### config.mk
export PLATFORM = sky130hd
export DESIGN_NAME = genius_unidade_controle_param
export DESIGN_NICKNAME = d
export VERILOG_FILES = /design/src/rtl/genius_unidade_controle_param.sv
export SDC_FILE = /design/constraint.sdc
export NUM_CORES = 1
export LEC_CHECK = 0
export ABC_AREA = 1
export CORE_MARGIN = 2
export CORE_UTILIZATION = 45
export CTS_BUF_LIST = sky130_fd_sc_hd__clkbuf_4 sky130_fd_sc_hd__clkbuf_8
export DETAILED_ROUTE_END_ITERATION = 8
export DONT_BUFFER_PORTS = 1
export PLACE_DENSITY = 0.58
export SYNTH_ARGS = -nofsm -noshare
export SYNTH_HDL_FRONTEND = slang
export SYNTH_SLANG_ARGS = --single-unit
### constraint.sdc
create_clock -name clock -period 3.87 [get_ports clock]
set_input_delay 0.9675 -clock clock [delete_from_list [all_inputs] [get_ports clock]]
set_output_delay 0.9675 -clock clock [all_outputs]
set_load 0.01 [all_outputs]
### src/rtl/genius_unidade_controle_param.sv
// -----------------------------------------------------------------------------
// genius_unidade_controle_param
//
// Control unit for the "Genius" memory game. It plays the stored sequence on
// the LEDs, waits for the player to repeat it and grows the sequence one step
// per round. It ends on a full correct game, a wrong press or a move timeout.
// The unit keeps its own counters and a single shared timer. The game
// sequence comes from an external ROM addressed by the current position.
//
// Optional feature: define GENIUS_VIDAS_EN to add lives. With lives enabled,
// an error or a timeout that leaves at least one life replays the current
// round instead of ending the game.
//
// Ports:
//   clock        system clock
//   reset        synchronous, active-high reset
//   jogar        start/restart request (level-sampled)
//   nivel        difficulty, latched when a game starts (0 half, 1 full length)
//   botoes       player buttons, active-high
//   memoria      ROM data at endereco (combinational, same cycle)
//   endereco     ROM address (current position in the sequence)
//   leds         sequence LED being shown, zero outside the show phase
//   pronto       game finished
//   ganhou       game finished with the whole sequence correct
//   perdeu       game finished by a wrong press or a timeout
//   deu_timeout  game finished by a timeout
//   db_estado    current FSM state code
//   db_rodada    current round (last position of the sequence in play)
//   db_vidas     remaining lives (0 when lives are disabled)
// -----------------------------------------------------------------------------
module genius_unidade_controle_param #(
   parameter int N_BOTOES  = 4,
   parameter int ADDR_W    = 4,
   parameter int T_LED     = 1000,
   parameter int T_APAGADO = 500,
   parameter int T_JOGADA  = 5000,
   parameter int VIDAS     = 3
) (
   input  logic                clock,
   input  logic                reset,
   input  logic                jogar,
   input  logic                nivel,
   input  logic [N_BOTOES-1:0] botoes,
   input  logic [N_BOTOES-1:0] memoria,
   output logic [ADDR_W-1:0]   endereco,
   output logic [N_BOTOES-1:0] leds,
   output logic                pronto,
   output logic                ganhou,
   output logic                perdeu,
   output logic                deu_timeout,
   output logic [3:0]          db_estado,
   output logic [ADDR_W-1:0]   db_rodada,
   output logic [1:0]          db_vidas
);

   // The timer is shared by the show, gap and move phases, so it is sized
   // for the longest of them.
   localparam int T_MAX_1 = (T_LED > T_APAGADO) ? T_LED : T_APAGADO;
   localparam int T_MAX   = (T_MAX_1 > T_JOGADA) ? T_MAX_1 : T_JOGADA;
   localparam int TW      = (T_MAX > 1) ? $clog2(T_MAX) : 1;

   localparam logic [TW-1:0] FIM_LED     = TW'(T_LED - 1);
   localparam logic [TW-1:0] FIM_APAGADO = TW'(T_APAGADO - 1);
   localparam logic [TW-1:0] FIM_JOGADA  = TW'(T_JOGADA - 1);

   localparam logic [ADDR_W-1:0] LIM_CHEIO = ADDR_W'((2 ** ADDR_W) - 1);
   localparam logic [ADDR_W-1:0] LIM_MEIO  = ADDR_W'((2 ** (ADDR_W - 1)) - 1);

   // Lives are reported on a 2-bit debug port.
   if (VIDAS < 1 || VIDAS > 3) begin : g_vidas_invalida
      $error("VIDAS must be between 1 and 3");
   end

   typedef enum logic [3:0] {
      INICIAL       = 4'h0,
      PREPARACAO    = 4'h1,
      NOVA_SEQ      = 4'h2,
      ESPERA        = 4'h3,
      REGISTRA      = 4'h4,
      COMPARA       = 4'h5,
      PROXIMO       = 4'h6,
      APAGADO       = 4'h7,
`ifdef GENIUS_VIDAS_EN
      PERDE_VIDA    = 4'h8,
`endif
      FIM_ACERTO    = 4'hA,
      MOSTRA        = 4'hB,
      INICIA_RODADA = 4'hD,
      FIM_ERRO      = 4'hE,
      FIM_TIMEOUT   = 4'hF
   } estado_t;

   estado_t estado, estado_prox;

   logic [ADDR_W-1:0]   cont_e;
   logic [ADDR_W-1:0]   cont_s;
   logic [TW-1:0]       timer;
   logic [N_BOTOES-1:0] jogada_reg;
   logic [N_BOTOES-1:0] botoes_d;
   logic                nivel_reg;

   logic zera_timer, inc_timer;
   logic zera_cont_e, inc_cont_e;
   logic zera_cont_s, inc_cont_s;
   logic grava_jogada, grava_nivel;

`ifdef GENIUS_VIDAS_EN
   logic [1:0] vidas;
   logic       carrega_vidas, dec_vidas;
`endif

   // A press is the first cycle with any button down after a cycle with none,
   // so holding a button counts once.
   logic tem_jogada;
   assign tem_jogada = (|botoes) & ~(|botoes_d);

   logic [ADDR_W-1:0] limite;
   assign limite = nivel_reg ? LIM_CHEIO : LIM_MEIO;

   logic acertou;
   assign acertou = (jogada_reg == memoria);

   // ---------------------------------------------------------------------------
   // State register
   // ---------------------------------------------------------------------------
   always_ff @(posedge clock) begin
      if (reset) estado <= INICIAL;
      else       estado <= estado_prox;
   end

   // ---------------------------------------------------------------------------
   // Next state and datapath strobes
   // ---------------------------------------------------------------------------
   always_comb begin
      estado_prox  = estado;
      zera_timer   = 1'b0;
      inc_timer    = 1'b0;
      zera_cont_e  = 1'b0;
      inc_cont_e   = 1'b0;
      zera_cont_s  = 1'b0;
      inc_cont_s   = 1'b0;
      grava_jogada = 1'b0;
      grava_nivel  = 1'b0;
`ifdef GENIUS_VIDAS_EN
      carrega_vidas = 1'b0;
      dec_vidas     = 1'b0;
`endif

      case (estado)
         INICIAL: begin
            if (jogar) estado_prox = PREPARACAO;
         end

         PREPARACAO: begin
            grava_nivel = 1'b1;
            zera_cont_e = 1'b1;
            zera_cont_s = 1'b1;
            zera_timer  = 1'b1;
`ifdef GENIUS_VIDAS_EN
            carrega_vidas = 1'b1;
`endif
            estado_prox = MOSTRA;
         end

         MOSTRA: begin
            if (timer == FIM_LED) begin
               zera_timer  = 1'b1;
               estado_prox = APAGADO;
            end else begin
               inc_timer = 1'b1;
            end
         end

         APAGADO: begin
            if (timer == FIM_APAGADO) begin
               zera_timer = 1'b1;
               if (cont_e == cont_s) begin
                  estado_prox = INICIA_RODADA;
               end else begin
                  inc_cont_e  = 1'b1;
                  estado_prox = MOSTRA;
               end
            end else begin
               inc_timer = 1'b1;
            end
         end

         INICIA_RODADA: begin
            zera_cont_e = 1'b1;
            zera_timer  = 1'b1;
            estado_prox = ESPERA;
         end

         ESPERA: begin
            inc_timer = 1'b1;
            // A press on the last allowed cycle still counts as a move.
            if (tem_jogada) begin
               grava_jogada = 1'b1;
               estado_prox  = REGISTRA;
            end else if (timer == FIM_JOGADA) begin
`ifdef GENIUS_VIDAS_EN
               estado_prox = (vidas > 2'd1) ? PERDE_VIDA : FIM_TIMEOUT;
`else
               estado_prox = FIM_TIMEOUT;
`endif
            end
         end

         // Gives the ROM a full cycle at the current address before comparing.
         REGISTRA: begin
            estado_prox = COMPARA;
         end

         COMPARA: begin
            if (!acertou) begin
`ifdef GENIUS_VIDAS_EN
               estado_prox = (vidas > 2'd1) ? PERDE_VIDA : FIM_ERRO;
`else
               estado_prox = FIM_ERRO;
`endif
            end else if (cont_e < cont_s) begin
               estado_prox = PROXIMO;
            end else if ((cont_e == cont_s) && (cont_s == limite)) begin
               estado_prox = FIM_ACERTO;
            end else begin
               estado_prox = NOVA_SEQ;
            end
         end

         PROXIMO: begin
            inc_cont_e  = 1'b1;
            zera_timer  = 1'b1;
            estado_prox = ESPERA;
         end

         NOVA_SEQ: begin
            inc_cont_s  = 1'b1;
            zera_cont_e = 1'b1;
            zera_timer  = 1'b1;
            estado_prox = MOSTRA;
         end

`ifdef GENIUS_VIDAS_EN
         // Replays the same round: cont_s is left untouched.
         PERDE_VIDA: begin
            dec_vidas   = 1'b1;
            zera_cont_e = 1'b1;
            zera_timer  = 1'b1;
            estado_prox = MOSTRA;
         end
`endif

         FIM_ACERTO, FIM_ERRO, FIM_TIMEOUT: begin
            if (jogar) estado_prox = PREPARACAO;
         end

         default: estado_prox = INICIAL;
      endcase
   end

   // ---------------------------------------------------------------------------
   // Datapath registers
   // ---------------------------------------------------------------------------
   always_ff @(posedge clock) begin
      if (reset) begin
         cont_e     <= '0;
         cont_s     <= '0;
         timer      <= '0;
         jogada_reg <= '0;
         botoes_d   <= '0;
         nivel_reg  <= 1'b0;
      end else begin
         botoes_d <= botoes;

         if (zera_timer)     timer <= '0;
         else if (inc_timer) timer <= timer + TW'(1);

         if (zera_cont_e)     cont_e <= '0;
         else if (inc_cont_e) cont_e <= cont_e + ADDR_W'(1);

         if (zera_cont_s)     cont_s <= '0;
         else if (inc_cont_s) cont_s <= cont_s + ADDR_W'(1);

         if (grava_jogada) jogada_reg <= botoes;
         if (grava_nivel)  nivel_reg  <= nivel;
      end
   end

`ifdef GENIUS_VIDAS_EN
   always_ff @(posedge clock) begin
      if (reset)              vidas <= 2'd0;
      else if (carrega_vidas) vidas <= 2'(VIDAS);
      else if (dec_vidas)     vidas <= vidas - 2'd1;
   end

   assign db_vidas = vidas;
`else
   assign db_vidas = 2'd0;
`endif

   // ---------------------------------------------------------------------------
   // Moore outputs
   // ---------------------------------------------------------------------------
   assign endereco    = cont_e;
   assign db_rodada   = cont_s;
   assign db_estado   = estado;
   assign leds        = (estado == MOSTRA) ? memoria : '0;
   assign ganhou      = (estado == FIM_ACERTO);
   assign perdeu      = (estado == FIM_ERRO) || (estado == FIM_TIMEOUT);
   assign deu_timeout = (estado == FIM_TIMEOUT);
   assign pronto      = ganhou || perdeu;

endmodule

# After elaboration in Yosys (flattened, before gate mapping)
# Index checks and enable logic that the tools add are counted.
# word_totals
out_inout_bits	22
register_bits	34
in_bits	12
elab_cells	76
# classes
bitwise_logic	2
order_cmp	1
reduce_logical	15
n_mux	26
eq_ne	22
n_addsub	3
# ops
op	n
$mux 4	10
$pmux 4 s8	1
$eq 4x4->1 const B	5
$eq 4x3->1 const B	4
$reduce_or 4->1	4
$add 13x1->13 const B	1
$eq 13x10->1 const B	1
$eq 13x13->1 const B	1
$eq 13x9->1 const B	1
$eq 4x4->1	3
$mux 1	11
$reduce_or 2->1	5
$add 4x1->4 const B	2
$eq 4x2->1 const B	2
$pmux 1 s3	2
$eq 4x1->1 const B	1
$logic_not 4->1	1
$lt 4x4->1	1
$ne 2x2->1 const B	2
$reduce_and 4->1	1
$mux 3	1
$ne 3x3->1 const B	1
$reduce_or 3->1	1
$logic_or 1x1->1	2
5 further kinds	5

# Depth between registers and ports, before layout
# Gate-level depths: netlist of run 1.
# depth
depth_word	7
ltp_mapped	12

# Least setup slack after synthesis of run 1
# OpenSTA, ideal clock, no wires.
# synth_path
path_type	in2out
from	input memoria[1]
to	output leds[1]
path_stages	2
required_time_ns	2.903
slack_ns	1.732
arrival_ns	1.170
path_buffers	0
cell_sequence	inv_1 nor2_1
# synth_via
elab_chain_len	1
# synth_lines
element	line_no	rtl
start: declaration	44	input logic [N_BOTOES-1:0] memoria,
$mux 4	307	assign leds = (estado == MOSTRA) ? memoria : '0;
end: declaration	46	output logic [N_BOTOES-1:0] leds,
# Every way passes these cells.

# Worst setup path after layout of run 1
# layout_path
from	register estado[1], in the netlist db_estado[1]
to	output leds[3]
# layout_via
elab_chain_len	2
# layout_lines
element	line_no	rtl
start: declaration	93	estado_t estado, estado_prox;
start signal: assignment	128	else estado <= estado_prox;
$eq 4x4->1	307	
$mux 4	307	
# Every way passes these cells.

==> results.txt, run 1 <==
Final ANT Viol Nets -> 0
pre-CTS WS -> 1.702 ns
CP delay by family, top -> flip-flops
#FFs+latches synth -> 34
drt total wl -> 4.942 mm
fmax -> 430.7 MHz
input/output buffers -> 0
clk buf depth -> 2
Distinct cells, synth -> 32
DRT Pass-1 Iters -> 4
Final Hold Viols -> 0
insertion delay to the later sink of the worst-skew pair -> 0.29 ns
Arrival @ worst endpoint -> 1.35 ns
setup TNS -> 0 ns
diode count -> 0
Synth Cell Area -> 0.002241 mm^2
via count -> 2094
CP Max Fanout -> 7
FP Rows -> 25
Worst Path Required -> 2.90 ns
CTS sink count -> 34
WS Path Type -> register to output pin
CTS Hold Bufs -> 0
final worst path period share -> 60.00%
Synth Warn # -> 0
Static Leak -> 1.036 nW
Worst-path clk slew -> 0.07 ns
area leader, netlist -> dfxtp_1
initial antenna violation count -> 0
final setup margin -> 1.548 ns
sequential fraction of the synthesis area -> 30.37%
largest net degree at the start of global routing -> 19
RSZ-0062 raised after global routing -> false
fin crit period -> 2.322 ns
GPL Wtd Cong -> 0.8447
most used cell, CP -> nand2_2
total track usage -> 19.23%
WP buf/inv -> 1
Slowest cell on crit path -> dfxtp_1
r2r setup slk -> 1.95 ns
largest reg by FF count -> timer
initial core utilization -> 47.13%
CP Launch Type -> register
Cell Chain, Critical Path -> nand2_2 > inv_2 > nand2_2 > nor2_1
Die ar. -> 0.005560 mm^2
core area -> 0.004755 mm^2
Setup violations, final -> 0
DR vias/cell -> 4.974
# nets final -> 373
Remaining DRCs -> 0
layout cells sized above 1 -> 10.73%
Resized Gates After CTS -> 0
TritonCTS clock tree -> built
Max-Cap Viols -> 0
Post-CTS Setup Bufs -> 0
HPWL Detailed -> 3.813 mm
critical path's largest stage delay -> 0.50 ns
fin. max-slew vios -> 0
area grow syn2layout -> 5.863%
Worst Skew -> 0.008102 ns
CP endpoint kind -> output pin
routed length per instance -> 11.74 um
Synth top area share -> 30.37%
first-pass GRT wire length -> 8.211 mm
post-synthesis area per instance -> 6.384 um^2
drt first-iter violations -> 83
HP Class -> register to register
GRT overflow -> 0
die width -> 74.57 um
H-tree Lvls -> 2
IO Count -> 34
power density cells -> 427.0 mW/mm^2
max FFs per register -> 13
TritonCTS Buffers -> 5
Peak VDD IR -> 161.8 uV
Die Height -> 74.57 um
outcome -> finished clean
Root Driver -> clkbuf_8
Synth area leaders -> dfxtp_1, nand2_1, inv_1
post-synthesis cell count -> 351
number of global-route vias before repair -> 1909
## area by class of cell
cell class / instances / area, um^2
clock inverter: 2 / 10.01
multi-input combinational: 258 / 1323
sequential: 34 / 680.7
fill: 519 / 2382
tap: 67 / 83.83
inverter: 55 / 206.4
clock buffer: 5 / 68.82
## cells in the final DEF (no fill, tap or decap), drive strengths merged
master,n
or2,1
nand4,11
nand3b,1
nor4,1
clkinv,2
a21oi,29
ha,7
nor2,50
nand2,102
o21ai,8
xor2,6
inv,55
dfxtp,34
nand3,24
conb,2
xnor2,3
clkbuf,5
o21a,1
o21bai,1
nor3,10
a211oi,1
## cell families (layout without fill, tap and decap cells)
| family | count (synthesis) | after routing | share of synthesized area (%) |
|---|---|---|---|
| DFF | 34 | 34 | 30.37 |
| AOI/OAI and AO/OA | 40 | 40 | 9.939 |
| xor gates and xnor gates | 9 | 9 | 3.518 |
| other | 1 | 2 | 0.1673 |
| and+or+nand+nor | 200 | 200 | 41.32 |
| adders and majority gates | 7 | 7 | 3.908 |
| buffers and inverters | 60 | 62 | 10.78 |
## power by group
| part | switching [mW] | internal [mW] | total (mW) |
|---|---|---|---|
| clock network | 0.129 | 0.121 | 0.250 |
| registers | 0.0473 | 0.380 | 0.427 |
| logic | 0.229 | 0.107 | 0.336 |
## worst register-to-register path, cell delays in order, from the launching register on
cell and delay [ns]:
dfxtp_1 0.41, ha_1 0.31, nand2_1 0.14, nor2_2 0.18, nand3_2 0.12, nand2_4 0.15
nand3_4 0.23, xnor2_1 0.22, nor2_1 0.05
## cells in the mapped netlist (all sizes together)
cell type and count:
o21a 1, nand3b 1, a211oi 1, nand4 11
dfxtp 34, nor4 1, nand3 24, a21oi 29
buf 4, nand2 102, ha 7, clkbuf 1
inv 55, xnor2 3, nor2 50, or2 1
o21bai 1, o21ai 8, conb 1, xor2 6
nor3 10
## layer usage
layer	wire [um]	track usage, %	vias up
li1	-	-	1116
met5	0	0	-
met4	46	6.746	0
met1	2478	24.30	936
met3	194	5.285	4
met2	2222	31.47	38
## worst paths after layout
check	startpoint	to	cells past startpoint
setup / recovery	db_estado[1]	leds[3]	4
hold / removal	jogada_reg[3]	jogada_reg[3]	2
setup reg to reg	timer[0]	timer[0]	8
hold reg to reg	jogada_reg[3]	jogada_reg[3]	2
## stage by stage
step	total power, mW	instances	util (%)	hold WS (ns)	area, um^2
2_1_floorplan	0.7046	352	-	0.4439	2245
3_3_place_gp	0.7710	414	48.24	0.4590	2293
3_5_place_dp	0.7728	414	48.24	0.4566	2293
4_1_cts	1.028	421	49.89	0.4674	2372
5_1_grt	1.092	421	49.89	0.5094	2372
6_report	1.013	421	49.89	0.4650	2372
Note: power is estimated with default switching activity, not from simulation.
==> inputs of run 2 (changes only) <==
- PLACE_DENSITY: 0.58 -> 0.6
- clock period: 3.87 -> 2 ns (I/O delays scaled with it)
==> run 2 against run 1 <==
Power up 100%. Design area up 2.3%. Non-clock buffer count up 3. Clock power up 110%. Largest cell class unchanged.
==> results.txt, run 2 (same netlist as run 1, synthesis figures left out) <==
outcome -> finished clean
Remaining DRCs -> 0
CP Max Fanout -> 7
commonest cells after routing, fill and taps aside -> nand2_1, inv_1, nor2_1
Die ar. -> 0.005560 mm^2
worst setup path endpoint -> leds[3]
Max-Cap Viols -> 0
diode count -> 0
number of global-route vias before repair -> 1948
Worst-path clk slew -> 0.08 ns
Slowest cell on crit path -> dfxtp_1
input/output buffers -> 0
CP Launch Type -> register
R2R Path End -> timer[10]
GPL Wtd Cong -> 0.8972
TritonCTS clock tree -> built
RSZ-0062 raised after global routing -> false
final setup margin -> 0.1230 ns
CP endpoint kind -> output pin
first-pass GRT wire length -> 8.528 mm
drt first-iter violations -> 69
Worst Skew -> 0.008416 ns
layout cells sized above 1 -> 12.81%
Slew HR -> 65.82%
TritonCTS Buffers -> 5
Peak VDD IR -> 502.8 uV
FP Rows -> 25
Root Driver -> clkbuf_8
DRT Pass-1 Iters -> 4
CP delay by family, top -> flip-flops
Post-CTS Setup Bufs -> 0
largest net degree at the start of global routing -> 19
# nets final -> 377
initial antenna violation count -> 0
H-tree Lvls -> 2
max FFs per register -> 13
drt total wl -> 5.111 mm
CTS Hold Bufs -> 0
setup TNS -> 0 ns
power density cells -> 835.2 mW/mm^2
critical path's largest stage delay -> 0.50 ns
IO Count -> 34
RR Startpoint -> timer[0]
commonest non-fill, non-tap cell in the layout -> nand2_1
R2R cell count -> 8
fin crit period -> 1.877 ns
FF+latch area -> 683.2 um^2
routed length per instance -> 12.00 um
pre-CTS WS -> 0.1696 ns
Die Height -> 74.57 um
Tightest Pin Transition -> 0.5080 ns
via count -> 2142
largest reg by FF count -> timer
insertion delay to the later sink of the worst-skew pair -> 0.29 ns
CTS sink count -> 34
WS Path Type -> register to output pin
HPWL Detailed -> 3.903 mm
Final Hold Viols -> 0
Static Leak -> 1.066 nW
Setup violations, final -> 0
r2r setup slk -> 0.22 ns
final worst path period share -> 93.85%
DR vias/cell -> 5.028
die width -> 74.57 um
clk buf depth -> 2
Arrival @ worst endpoint -> 1.38 ns
Fillers -> 535
fmax -> 532.8 MHz
GRT overflow -> 0
area grow syn2layout -> 8.264%
total track usage -> 19.64%
initial core utilization -> 47.13%
area of the multi-input gates -> 0.001335 mm^2
HP Class -> input port to register
Crit. Startpoint -> db_estado[0]
Cell Chain, Critical Path -> nand2_2 > inv_2 > nand2_2 > nor2_1
Resized Gates After CTS -> 0
Final ANT Viol Nets -> 0
WP buf/inv -> 1
Worst path depth -> 4
fin. max-slew vios -> 0
core area -> 0.004755 mm^2
Worst Path Required -> 1.50 ns
most used cell, CP -> nand2_2
-- run 2: changes by cell type in the layout (fill, tap and decap cells not counted) --
cell	previous run	this run
clkbuf_8	5	6
dfxtp_2	0	2
buf_4	0	3
dfxtp_1	34	32
ha_2	0	1
nand3_2	3	4
ha_1	7	6
clkinv_2	2	1
clkinvlp_4	0	1
-- run 2: layout make-up --
cell class / instances / share of cell area (%)
inverter: 55 / 8.510
clock buffer: 6 / 3.404
timing repair buffer: 3 / 0.9283
multi-input combinational: 259 / 55.03
clock inverter: 2 / 0.5157
tap: 67 / 3.455
sequential: 34 / 28.16
-- run 2: how the worst min path moves through the flow --
stage                     slack, ns     startpoint       endpoint  cells past startpoint
after global placement         0.46  jogada_reg[3]  jogada_reg[3]                      2
after global routing           0.25          reset   db_estado[1]                      1
after floorplan                0.44  jogada_reg[1]  jogada_reg[1]                      2
after detailed placement       0.46  jogada_reg[2]  jogada_reg[2]                      2
final                          0.26          reset   db_estado[3]                      1
after CTS                      0.26          reset   db_estado[3]                      1
-- run 2: power by group --
part           leakage [nW]  internal (mW)  switching, mW
sequential            0.277          0.739         0.0924
combinational         0.742          0.214          0.444
clock                0.0472          0.277          0.260
total                  1.07           1.23          0.797
-- run 2: stage by stage --
step                      total power, mW  cell area [um^2]  hold WS [ns]  utilization (%)  std cells
after floorplan                     1.363              2245        0.4439                -        352
after global placement              1.486              2316        0.4580            48.71        417
after detailed placement            1.494              2316        0.4584            48.71        417
after CTS                           2.045              2411        0.2620            50.71        425
after global routing                2.200              2426        0.2518            51.03        426
final                               2.026              2426        0.2621            51.03        426
-- run 2: routing by layer --
metal,share of wire [%],track usage (%)
met2,46,30.88
met1,49,27.23
met3,4.5,4.336
met4,1.1,5.357
met5,0,0
